**config.mk**
```make
export PLATFORM = sky130hd
export DESIGN_NAME = bk_test_pulse_gen_nch
export DESIGN_NICKNAME = d
export VERILOG_FILES = /design/src/rtl/bk_test_pulse_gen_nch.sv
export SDC_FILE = /design/constraint.sdc
export NUM_CORES = 1
export LEC_CHECK = 0
export CAP_MARGIN = 20
export CORE_MARGIN = 2
export CORE_UTILIZATION = 60
export CTS_CLUSTER_DIAMETER = 80
export DETAILED_ROUTE_END_ITERATION = 16
export GPL_TIMING_DRIVEN = 0
export MAX_ROUTING_LAYER = met4
export PLACE_DENSITY = 0.81
export SYNTH_ARGS = -nofsm -noshare
export SYNTH_HDL_FRONTEND = slang
export SYNTH_SLANG_ARGS = --single-unit
```
**constraint.sdc**
```tcl
create_clock -name i_clk_25m -period 29.7 [get_ports i_clk_25m]
set_input_delay 5.94 -clock i_clk_25m [delete_from_list [all_inputs] [get_ports i_clk_25m]]
set_output_delay 5.94 -clock i_clk_25m [all_outputs]
set_load 0.03 [all_outputs]
```
**src/rtl/bk_test_pulse_gen_nch.sv**
```systemverilog
// Multi-channel breakdown-test feedback pulse generator on the 25 MHz domain.
// Run-time period/width/delay/stagger, continuous or counted-burst operation.
`timescale 1ns/1ps

module bk_test_pulse_gen_nch #(
    parameter int CH_NUM = 4,
    parameter int CNT_W  = 20,
    parameter int CNT_P  = 16
) (
    input  logic              i_clk_25m,
    input  logic              i_rst,
    input  logic              i_start,
    input  logic              i_stop,
    input  logic              i_mode,
    input  logic [7:0]        i_burst_num,
    input  logic [CNT_W-1:0]  i_period,
    input  logic [CNT_W-1:0]  i_width,
    input  logic [CNT_W-1:0]  i_delay,
    input  logic [CNT_W-1:0]  i_stagger,
    input  logic [CH_NUM-1:0] i_ch_mask,
    output logic [CH_NUM-1:0] o_bk_pulse,
    output logic              o_busy,
    output logic              o_done,
    output logic              o_err,
    output logic [CNT_P-1:0]  o_period_cnt
);

    localparam int               WIDE_W     = CNT_W + 8;
    localparam logic [CNT_W-1:0] PERIOD_MIN = {{(CNT_W-2){1'b0}}, 2'b10};
    localparam logic [CNT_W-1:0] CNT_ONE    = {{(CNT_W-1){1'b0}}, 1'b1};
    localparam logic [CNT_P-1:0] PCNT_ONE   = {{(CNT_P-1){1'b0}}, 1'b1};

    typedef enum logic [1:0] {
        ST_IDLE = 2'b00,
        ST_RUN  = 2'b01,
        ST_DONE = 2'b10
    } state_t;

    state_t             state_r;
    logic [CNT_W-1:0]   cnt_r;
    logic [CNT_W-1:0]   pmax_r;
    logic               mode_r;
    logic [7:0]         burst_last_r;
    logic [CH_NUM-1:0]  mask_r;
    logic               stop_pend_r;
    logic [CNT_W-1:0]   start_r [CH_NUM];
    logic [CNT_W-1:0]   end_r   [CH_NUM];
    logic [CH_NUM-1:0]  pulse_r;
    logic               busy_r;
    logic               done_r;
    logic               err_r;
    logic [CNT_P-1:0]   period_cnt_r;

    logic [WIDE_W-1:0]  acc_s;
    logic [WIDE_W-1:0]  last_s;
    logic [CNT_W-1:0]   start_s [CH_NUM];
    logic [CNT_W-1:0]   end_s   [CH_NUM];
    logic               cfg_bad_s;

    // Channel offsets by accumulation and start-time config validation at full width
    always_comb begin
        acc_s  = {8'b0, i_delay};
        last_s = '0;
        for (int k = 0; k < CH_NUM; k++) begin
            start_s[k] = acc_s[CNT_W-1:0];
            end_s[k]   = acc_s[CNT_W-1:0] + i_width;
            last_s     = acc_s;
            acc_s      = acc_s + {8'b0, i_stagger};
        end
        // The last channel has the latest end; it must fall within cnt = period-1.
        cfg_bad_s = (i_period < PERIOD_MIN) ||
                    (i_width == '0) ||
                    (i_mode && (i_burst_num == 8'd0)) ||
                    ((last_s + {8'b0, i_width}) >= {8'b0, i_period});
    end

    // Run FSM: phase counter, channel pulse drivers and all registered outputs
    always_ff @(posedge i_clk_25m) begin
        if (i_rst) begin
            state_r      <= ST_IDLE;
            cnt_r        <= '0;
            pmax_r       <= '0;
            mode_r       <= 1'b0;
            burst_last_r <= 8'd0;
            mask_r       <= '0;
            stop_pend_r  <= 1'b0;
            for (int k = 0; k < CH_NUM; k++) begin
                start_r[k] <= '0;
                end_r[k]   <= '0;
            end
            pulse_r      <= '0;
            busy_r       <= 1'b0;
            done_r       <= 1'b0;
            err_r        <= 1'b0;
            period_cnt_r <= '0;
        end else begin
            case (state_r)
                ST_IDLE: begin
                    done_r <= 1'b0;
                    err_r  <= i_start && cfg_bad_s;
                    if (i_start && !cfg_bad_s) begin
                        state_r      <= ST_RUN;
                        busy_r       <= 1'b1;
                        cnt_r        <= '0;
                        pmax_r       <= i_period - CNT_ONE;
                        mode_r       <= i_mode;
                        burst_last_r <= i_burst_num - 8'd1;
                        mask_r       <= i_ch_mask;
                        stop_pend_r  <= 1'b0;
                        period_cnt_r <= '0;
                        for (int k = 0; k < CH_NUM; k++) begin
                            start_r[k] <= start_s[k];
                            end_r[k]   <= end_s[k];
                        end
                    end
                end
                ST_RUN: begin
                    stop_pend_r <= stop_pend_r || i_stop;
                    for (int k = 0; k < CH_NUM; k++) begin
                        if (mask_r[k] && (cnt_r == start_r[k])) begin
                            pulse_r[k] <= 1'b1;
                        end else if (cnt_r == end_r[k]) begin
                            pulse_r[k] <= 1'b0;
                        end
                    end
                    if (cnt_r == pmax_r) begin
                        cnt_r <= '0;
                        if (period_cnt_r != '1) begin
                            period_cnt_r <= period_cnt_r + PCNT_ONE;
                        end
                        // A stop seen during this period, or the last burst period, ends the run here.
                        if (stop_pend_r || i_stop ||
                            (mode_r && (period_cnt_r == CNT_P'(burst_last_r)))) begin
                            state_r <= ST_DONE;
                            busy_r  <= 1'b0;
                            done_r  <= 1'b1;
                            pulse_r <= '0;
                        end
                    end else begin
                        cnt_r <= cnt_r + CNT_ONE;
                    end
                end
                ST_DONE: begin
                    done_r      <= 1'b0;
                    stop_pend_r <= 1'b0;
                    state_r     <= ST_IDLE;
                end
                default: begin
                    state_r <= ST_IDLE;
                    busy_r  <= 1'b0;
                    done_r  <= 1'b0;
                    err_r   <= 1'b0;
                    pulse_r <= '0;
                end
            endcase
        end
    end

    assign o_bk_pulse   = pulse_r;
    assign o_busy       = busy_r;
    assign o_done       = done_r;
    assign o_err        = err_r;
    assign o_period_cnt = period_cnt_r;

endmodule
```
---- After elaboration in Yosys (flattened, before gate mapping) ----
Memories as Yosys holds them, arrays and structs flattened.
Index checks and enable logic that the tools add are counted.
word-level totals
  register bits ........................... 79
  memory bits (writable) .................. 160
  input bits .............................. 97
  output and inout port bits .............. 23
  logic and storage cells ................. 127
  memories kept ........................... 2
operators by class
  add/subtract/negate cells ............... 12
  $lt $le $gt $ge ......................... 2
  equality and inequality tests ........... 17
  multiplexer cells ....................... 43
  bitwise gates (word level) .............. 10
  reductions and logical operators ........ 29
memory list
  memory   depth  bits a word  read ports  clocked after memory_dff  wr ports  RTL line  source
  end_r    4      20           4           0                         4         47        logic [CNT_W-1:0] end_r [CH_NUM];
  start_r  4      20           4           0                         4         46        logic [CNT_W-1:0] start_r [CH_NUM];
operators by type and width
  operator                                             number
  two-way mux 20 bit                                   10
  equality test 20 bit                                 9
  adder 20 bit                                         4
  two-way mux 16 bit                                   3
  one-hot mux 20 bit (2 select lines)                  1
  one-hot mux 16 bit (2 select lines)                  1
  adder 23 x 20 -> 24 bit                              1
  >= comparator 24 x 20 -> 1 bit                       1
  adder 22 x 20 -> 23 bit                              1
  adder 21 x 20 -> 22 bit                              1
  adder 20 x 20 -> 21 bit                              1
  adder 20 x 1 -> 20 bit, second input constant        1
  logical NOT 20 bit                                   1
  < comparator 20 x 2 -> 1 bit, second input constant  1
  subtractor 20 x 1 -> 20 bit, second input constant   1
  two-way mux 1 bit                                    18
  adder 16 x 1 -> 16 bit, second input constant        1
  equality test 16 x 8 -> 1 bit                        1
  != test 16 bit, second input constant                1
  logical AND 1 bit                                    8
  logical NOT 8 bit                                    1
  two-way mux 4 bit                                    2
  != test 2 bit, second input constant                 4
  OR 1 bit                                             8
  other kinds (18)                                     32

---- Logic depth before layout (Yosys ltp) ----
Gate-level depths: netlist of run 1.
  depth after elaboration ................. 13
  depth in mapped cells ................... 41
  mapped depth without buffers ............ 39

---- Worst setup path before layout of run 1 ----
Ideal clock, no wire load.
  path kind ............................... input port to flip-flop
  from .................................... in i_delay[0]
  to ...................................... mem end_r[0][0], enable pin
  setup time .............................. 891 ps
  arrival ................................. 23203 ps
  required time ........................... 28809 ps
  setup slack ............................. 5606 ps
  stages on the path ...................... 35
  buffers on the path ..................... 0
  cells stage by stage .................... ha_1 > fa_1 > a211oi_2 > o21ai_1 > a31oi_2 > xnor2_1 > ha_1 > a21oi_1 > nor2b_1 > a21oi_1 > nand2_1 > or2_2 > a21o_1 > xor2_1 > ha_1 > o21a_1 > o21ai_0 > nand2b_1 > and2_1 > a21oi_1 > o21bai_1 > xor2_1 > ha_1 > o311a_1 > o31a_1 > or2_2 > xor2_1 > ha_1 > a21oi_1 > nor2b_1 > o21ai_0 > nand4_1 > a21oi_1 > nand4_1 > o21ai_0
RTL lines
  what         RTL line  source
  from (decl)  18        input logic [CNT_W-1:0] i_delay,
  to (decl)    47

==> flow_summary.json, run 1 <==
{
  "status": "completed",
  "pin_count": 120,
  "yosys.area_share.simple_pct": 19.5,
  "maxSlewHeadroom_pct": 35.4,
  "clock_power_share_pct": 13.5,
  "antenna_left": 0,
  "finalHoldViolations": 0,
  "cts_tree": "done",
  "grt_pass1_vias": 16200,
  "p_leak_nw": 8.28,
  "post-route-drc-count": 0,
  "p_int_mw": 1.22,
  "cts_sinks": 236,
  "grt.overflow.total": 0,
  "vias": 16400,
  "yosys.area_share.xor_xnor_pct": 15.1,
  "slowest_stage": "clkdlybuf4s50_1",
  "crit_type": "input port to register",
  "start_util_pct": 60.8,
  "clock_latency_ns": 0.55,
  "rows": 64,
  "post-cts-setup-buffer-count": 0,
  "synth_top_area_cell": "edfxtp_1",
  "fin_nets": 2445,
  "switching_share_pct": 46.7,
  "rsz0062_at_grt": "no",
  "drt-wirelength-per-cell_microns": 22.9,
  "ir_worst_vdd_mv": 0.0553,
  "cts.path.max_buffers": 3,
  "dp_hpwl_mm": 47.3,
  "max_freq_ghz": 0.0606,
  "drt-pass1-iter-count": 5,
  "layout_min_cycle_time_ns": 16.51,
  "crit_family": "compound AO/OA/AOI/OAI gates",
  "syn_avg_cell_area_sq_um": 9.16,
  "ctsResizeCount": 0,
  "ys.flop_type": "edfxtp_1",
  "crit_buf_inv": 2,
  "synth-edff-count": 157,
  "io_buffer_count": 119,
  "startpoint_type": "input port",
  "routed_wl_mm": 59.3,
  "drv_slew": 0,
  "synthCells": 2026,
  "holdBufCountCts": 0,
  "hold_path.class": "register to register",
  "yosysWarnings": 0,
  "synthTopCellsByArea": "edfxtp_1 25%, ha_1 11%, xnor2_1 9.2%",
  "die_h_microns": 180,
  "core_area_sq_um": 30500,
  "seq_power_share_pct": 25.1,
  "die_area_sq_um": 32400,
  "synth-compound-area-share_pct": 15.0,
  "setup_viol": 0,
  "period_share_pct": 55.6,
  "clkSlewWorstSetupHoldPaths_ns": 0.06,
  "antenna_found_initial": 0,
  "gp_congestion": 1.01,
  "dp_slack_ns": 12.91,
  "worst_path_largest_cell_delay_ns": 0.62,
  "syn_nets": 2292,
  "hold_slack_ns": 0.496,
  "ys_seq_area_share_pct": 33.9,
  "floorplan.die.width_microns": 180,
  "synth-adder-area-share_pct": 11.7,
  "synthMuxAreaShare_pct": 1.44,
  "cp_max_fo": 10,
  "drtIter0Drc": 1530,
  "synth_common_cells": "194 x xnor2_1, 174 x nor2_1, 162 x ha_1",
  "syn-cell-area_sq_um": 18600,
  "avgViaCountPerCell": 6.32,
  "skew_ns": 0.0206,
  "cpMostUsedCell": "a21oi_1",
  "comb_power_share_pct": 61.3,
  "grt_pass1_wl_mm": 90.9,
  "yosysUniqueCellTypes": 84,
  "powerDensity_nw_per_um2": 108,
  "numCtsBuffers": 27,
  "track_usage_pct": 37.2,
  "fin_ws_ns": 13.19,
  "cts_root_buf": "clkbuf_16",
  "critPathCaptureType": "register",
  "required_ns": 30.10,
  "htreeDepth": 1,
  "grt_start_max_net_pins": 33,
  "drive_gt1_share_pct": 4.14,
  "synth_seq_cells": 236,
  "p_switching_mw": 1.07,
  "insertedDiodeCount": 0,
  "worst_pin_slew_ns": 0.969,
  "ys_async_sr_fraction_pct": 0,
  "critPathArrivalTime_ns": 16.91,
  "maxCapViolations": 0,
  "synth_top_cell_area_share_pct": 25.4,
  "synth_top_family_by_area": "simple AND/OR/NAND/NOR gates",
  "area_growth_pct": 13.9,
  "synth_most_common_cell": "xnor2_1"
}
[flip-flops by register name, summed over array words and instances, names as in the netlist]
signal,flops
start_r,79
mask_r,4
mode_r,1
end_r,78
pmax_r,20
cnt_r,20
o_period_cnt,16
o_bk_pulse,4
stop_pend_r,1
o_done,1
burst_last_r,8
state_r,2
o_err,1
o_busy,1
[cell usage in the layout, fill, tap and decap left out, types with 12 or more instances in the layout]
cell type and instances:
nor3_1 50, buf_1 18, xor2_1 125, o21ai_0 54, clkbuf_16 27, clkdlybuf4s50_1 119, o21ai_1 14, edfxtp_1 157
o21a_1 20, or2_2 13, nor2_1 174, clkbuf_1 63, nand4_1 44, nand2_1 97, ha_1 162, a31oi_1 30
or4_1 17, nand2b_1 17, o21bai_1 16, and2_1 103, mux2i_1 14, and3_1 26, nor4_1 45, xnor2_1 194
a21oi_1 138, or3_1 12, inv_1 72, nand3_1 53, dfxtp_1 79, nor2b_1 16, a21o_1 40, a211oi_1 37
[path summary, 6_finish.rpt]
check	to	slack, ns	depth (start not counted)	from
hold reg to reg	o_done	0.50	2	o_done
hold / removal	o_done	0.50	2	o_done
setup reg to reg	o_period_cnt[10]	25.60	13	o_period_cnt[0]
setup / recovery	start_r[0][0]	13.19	40	i_stagger[1]
[power groups by stage]
| stage | clock, mW | combinational, mW | sequential, mW |
|---|---|---|---|
| floorplan | 0 | 0.952 | 0.612 |
| global placement | 0 | 1.31 | 0.643 |
| detailed placement | 0 | 1.37 | 0.579 |
| CTS | 0.309 | 1.38 | 0.573 |
| global route | 0.320 | 1.52 | 0.583 |
| finish | 0.309 | 1.40 | 0.573 |
[through the flow]
stage	TNS [ns]	instances	total power [mW]	instance area (sq um)	utilization [%]
6_report	0	2595	2.28	21100	69.3
5_1_grt	0	2595	2.42	21100	69.3
4_1_cts	0	2595	2.26	21100	69.3
3_5_place_dp	0	2546	1.95	20400	66.7
3_3_place_gp	-172.68	2541	1.95	20300	66.4
2_1_floorplan	0	2026	1.56	18600	-
[layer usage]
metal  GRT usage (%)  vias up  wire length, microns
met2            62.8      776                 28400
met3            4.34      193                  4700
met1            44.2     7767                 22700
met4            18.4        0                  3580
met5               -        -                     0
li1                -     7667                     -
[logic make-up (layout without fill, tap and decap cells)]
| logic type | Yosys count | count (layout) |
|---|---|---|
| simple gates | 694 | 694 |
| fa+ha+maj | 169 | 169 |
| compound gates | 425 | 425 |
| mux | 25 | 25 |
| flops | 236 | 236 |
| buf+inv | 157 | 330 |
| xor+xnor | 320 | 320 |
[tightest hold or removal path, cell delays in order, from the launching register on]
cell	delay (ns)
dfxtp_1	0.33
inv_1	0.06
a211oi_1	0.06
[layout make-up]
type / count / area (sq um)
Inverter: 72 / 270
Sequential cell: 236 / 6300
Fill cell: 2425 / 9360
Clock buffer: 37 / 733
Timing Repair Buffer: 124 / 1290
Tap cell: 396 / 495
Clock inverter: 12 / 52.6
Multi-Input combinational cell: 1633 / 11700
Buffer: 85 / 348
(Power assumes the default switching activity.)
==> run 2: changes to the inputs <==
Clock period 29.7 ns to 16.9 ns, I/O delays scaled along.
==> flow_summary.json, run 2 (synthesis gave the netlist of run 1 again) <==
{
  "status": "completed",
  "grt_pass1_vias": 16000,
  "die_h_microns": 180,
  "powerDensity_nw_per_um2": 193,
  "die_area_sq_um": 32400,
  "vias": 16500,
  "grt_start_max_net_pins": 33,
  "critPathCaptureType": "register",
  "clkSlewWorstSetupHoldPaths_ns": 0.06,
  "final_cells": 2598,
  "critPathArrivalTime_ns": 14.31,
  "floorplan.die.width_microns": 180,
  "hold_path.class": "register to register",
  "clock_latency_ns": 0.56,
  "dp_hpwl_mm": 47.1,
  "io_buffer_count": 119,
  "rsz0062_at_grt": "no",
  "layout_min_cycle_time_ns": 13.92,
  "drv_slew": 0,
  "cts.path.max_buffers": 3,
  "r2r_cells": 13,
  "htreeDepth": 1,
  "numPlacedInstances": 2546,
  "pin_count": 120,
  "maxCapViolations": 0,
  "slowest_stage": "clkdlybuf4s50_1",
  "holdBufCountCts": 0,
  "required_ns": 17.29,
  "p_leak_nw": 8.36,
  "skew_ns": 0.0108,
  "drt-wirelength-per-cell_microns": 22.9,
  "maxSlewHeadroom_pct": 38.0,
  "ctsResizeCount": 0,
  "top_register": "start_r",
  "worst_pin_slew_ns": 0.931,
  "cp_max_fo": 10,
  "rows": 64,
  "post-cts-setup-buffer-count": 0,
  "setup_viol": 0,
  "track_usage_pct": 36.9,
  "insertedDiodeCount": 0,
  "antenna_found_initial": 0,
  "ir_worst_vdd_mv": 0.0941,
  "start_util_pct": 60.8,
  "hold_slack_ns": 0.489,
  "gp_congestion": 1.02,
  "post-route-drc-count": 0,
  "max_freq_ghz": 0.0718,
  "area_growth_pct": 14.9,
  "avgViaCountPerCell": 6.37,
  "crit_type": "input port to register",
  "layout_common_cells": "194 x xnor2_1, 174 x nor2_1, 162 x ha_1",
  "layout_top_registers": "start_r x79, end_r x78",
  "layout_commonest_cell": "xnor2_1",
  "worst_path_largest_cell_delay_ns": 0.62,
  "core_area_sq_um": 30500,
  "period_share_pct": 82.4,
  "antenna_left": 0,
  "drive_gt1_share_pct": 4.54,
  "grt_pass1_wl_mm": 90.1,
  "cpMostUsedCell": "a21oi_1",
  "fin_area_sq_um": 21300,
  "utilization_pct": 69.9,
  "drtIter0Drc": 1446,
  "finalHoldViolations": 0,
  "cts_root_buf": "clkbuf_16",
  "cts_sinks": 236,
  "cts_tree": "done",
  "largest_reg_flops": 79,
  "startpoint_type": "input port",
  "fillers": 2313,
  "drt-pass1-iter-count": 8,
  "grt.overflow.total": 0,
  "whs_path_depth": 2,
  "fin_nets": 2446,
  "dpl-instance-area_sq_um": 20400,
  "routed_wl_mm": 59.5,
  "numCtsBuffers": 28
}
run 2: changes by cell type in the layout (fill, tap and decap cells not counted):
cell / change
bufinv_16: +5
clkbuf_1: -3
clkinv_1: -3
clkinvlp_4: +3
clkbuf_16: +2
clkbuf_8: -1
run 2: routing by layer:
| layer | GRT usage (%) | vias up | share of wire, % |
|---|---|---|---|
| met4 | 22.7 | 0 | 7.4 |
| met1 | 43.8 | 7813 | 38 |
| met3 | 4.80 | 240 | 8.2 |
| met5 | - | - | 0 |
| met2 | 59.8 | 821 | 46 |
| li1 | - | 7669 | - |
run 2: worst paths after layout:
path	to	from	slack (ns)
worst max-delay path	start_r[3][1]	i_stagger[1]	2.98
worst min-delay path	o_done	o_done	0.49
worst max register to register	o_period_cnt[10]	o_period_cnt[0]	12.79
worst min register to register	o_done	o_done	0.49
run 2: stage by stage:
stage	total power, mW	TNS (ns)	worst slack (ns)
6_report	4.12	0	2.98
5_1_grt	4.35	0	2.64
4_1_cts	4.07	0	3.23
3_5_place_dp	3.42	0	2.75
3_3_place_gp	3.35	-192.19	-1.24
2_1_floorplan	2.69	0	2.62
run 2: critical path, delay by kind of cell:
kind	cells	cell delay [ns]
compound gates	17	3.65
simple gates	12	3.20
buf+inv	2	1.17
fa+ha+maj	5	1.71
xor+xnor	4	1.20
run 2: power by group:
part	internal (mW)	leakage [nW]	switching [mW]	total (mW)
Combinational	0.931	5.62	1.53	2.46
Clock	0.393	0.470	0.257	0.650
Sequential	0.905	2.27	0.101	1.01
Total	2.23	8.36	1.89	4.12
run 2: layout make-up:
type / count / area, sq um / area share, %
buffer: 85 / 348 / 1.63
clock buffer: 35 / 758 / 3.55
clock inverter: 17 / 214 / 1.00
inverter: 72 / 270 / 1.27
multi-input combinational: 1633 / 11700 / 54.7
sequential: 236 / 6300 / 29.5
tap: 396 / 495 / 2.32
timing repair buffer: 124 / 1290 / 6.05
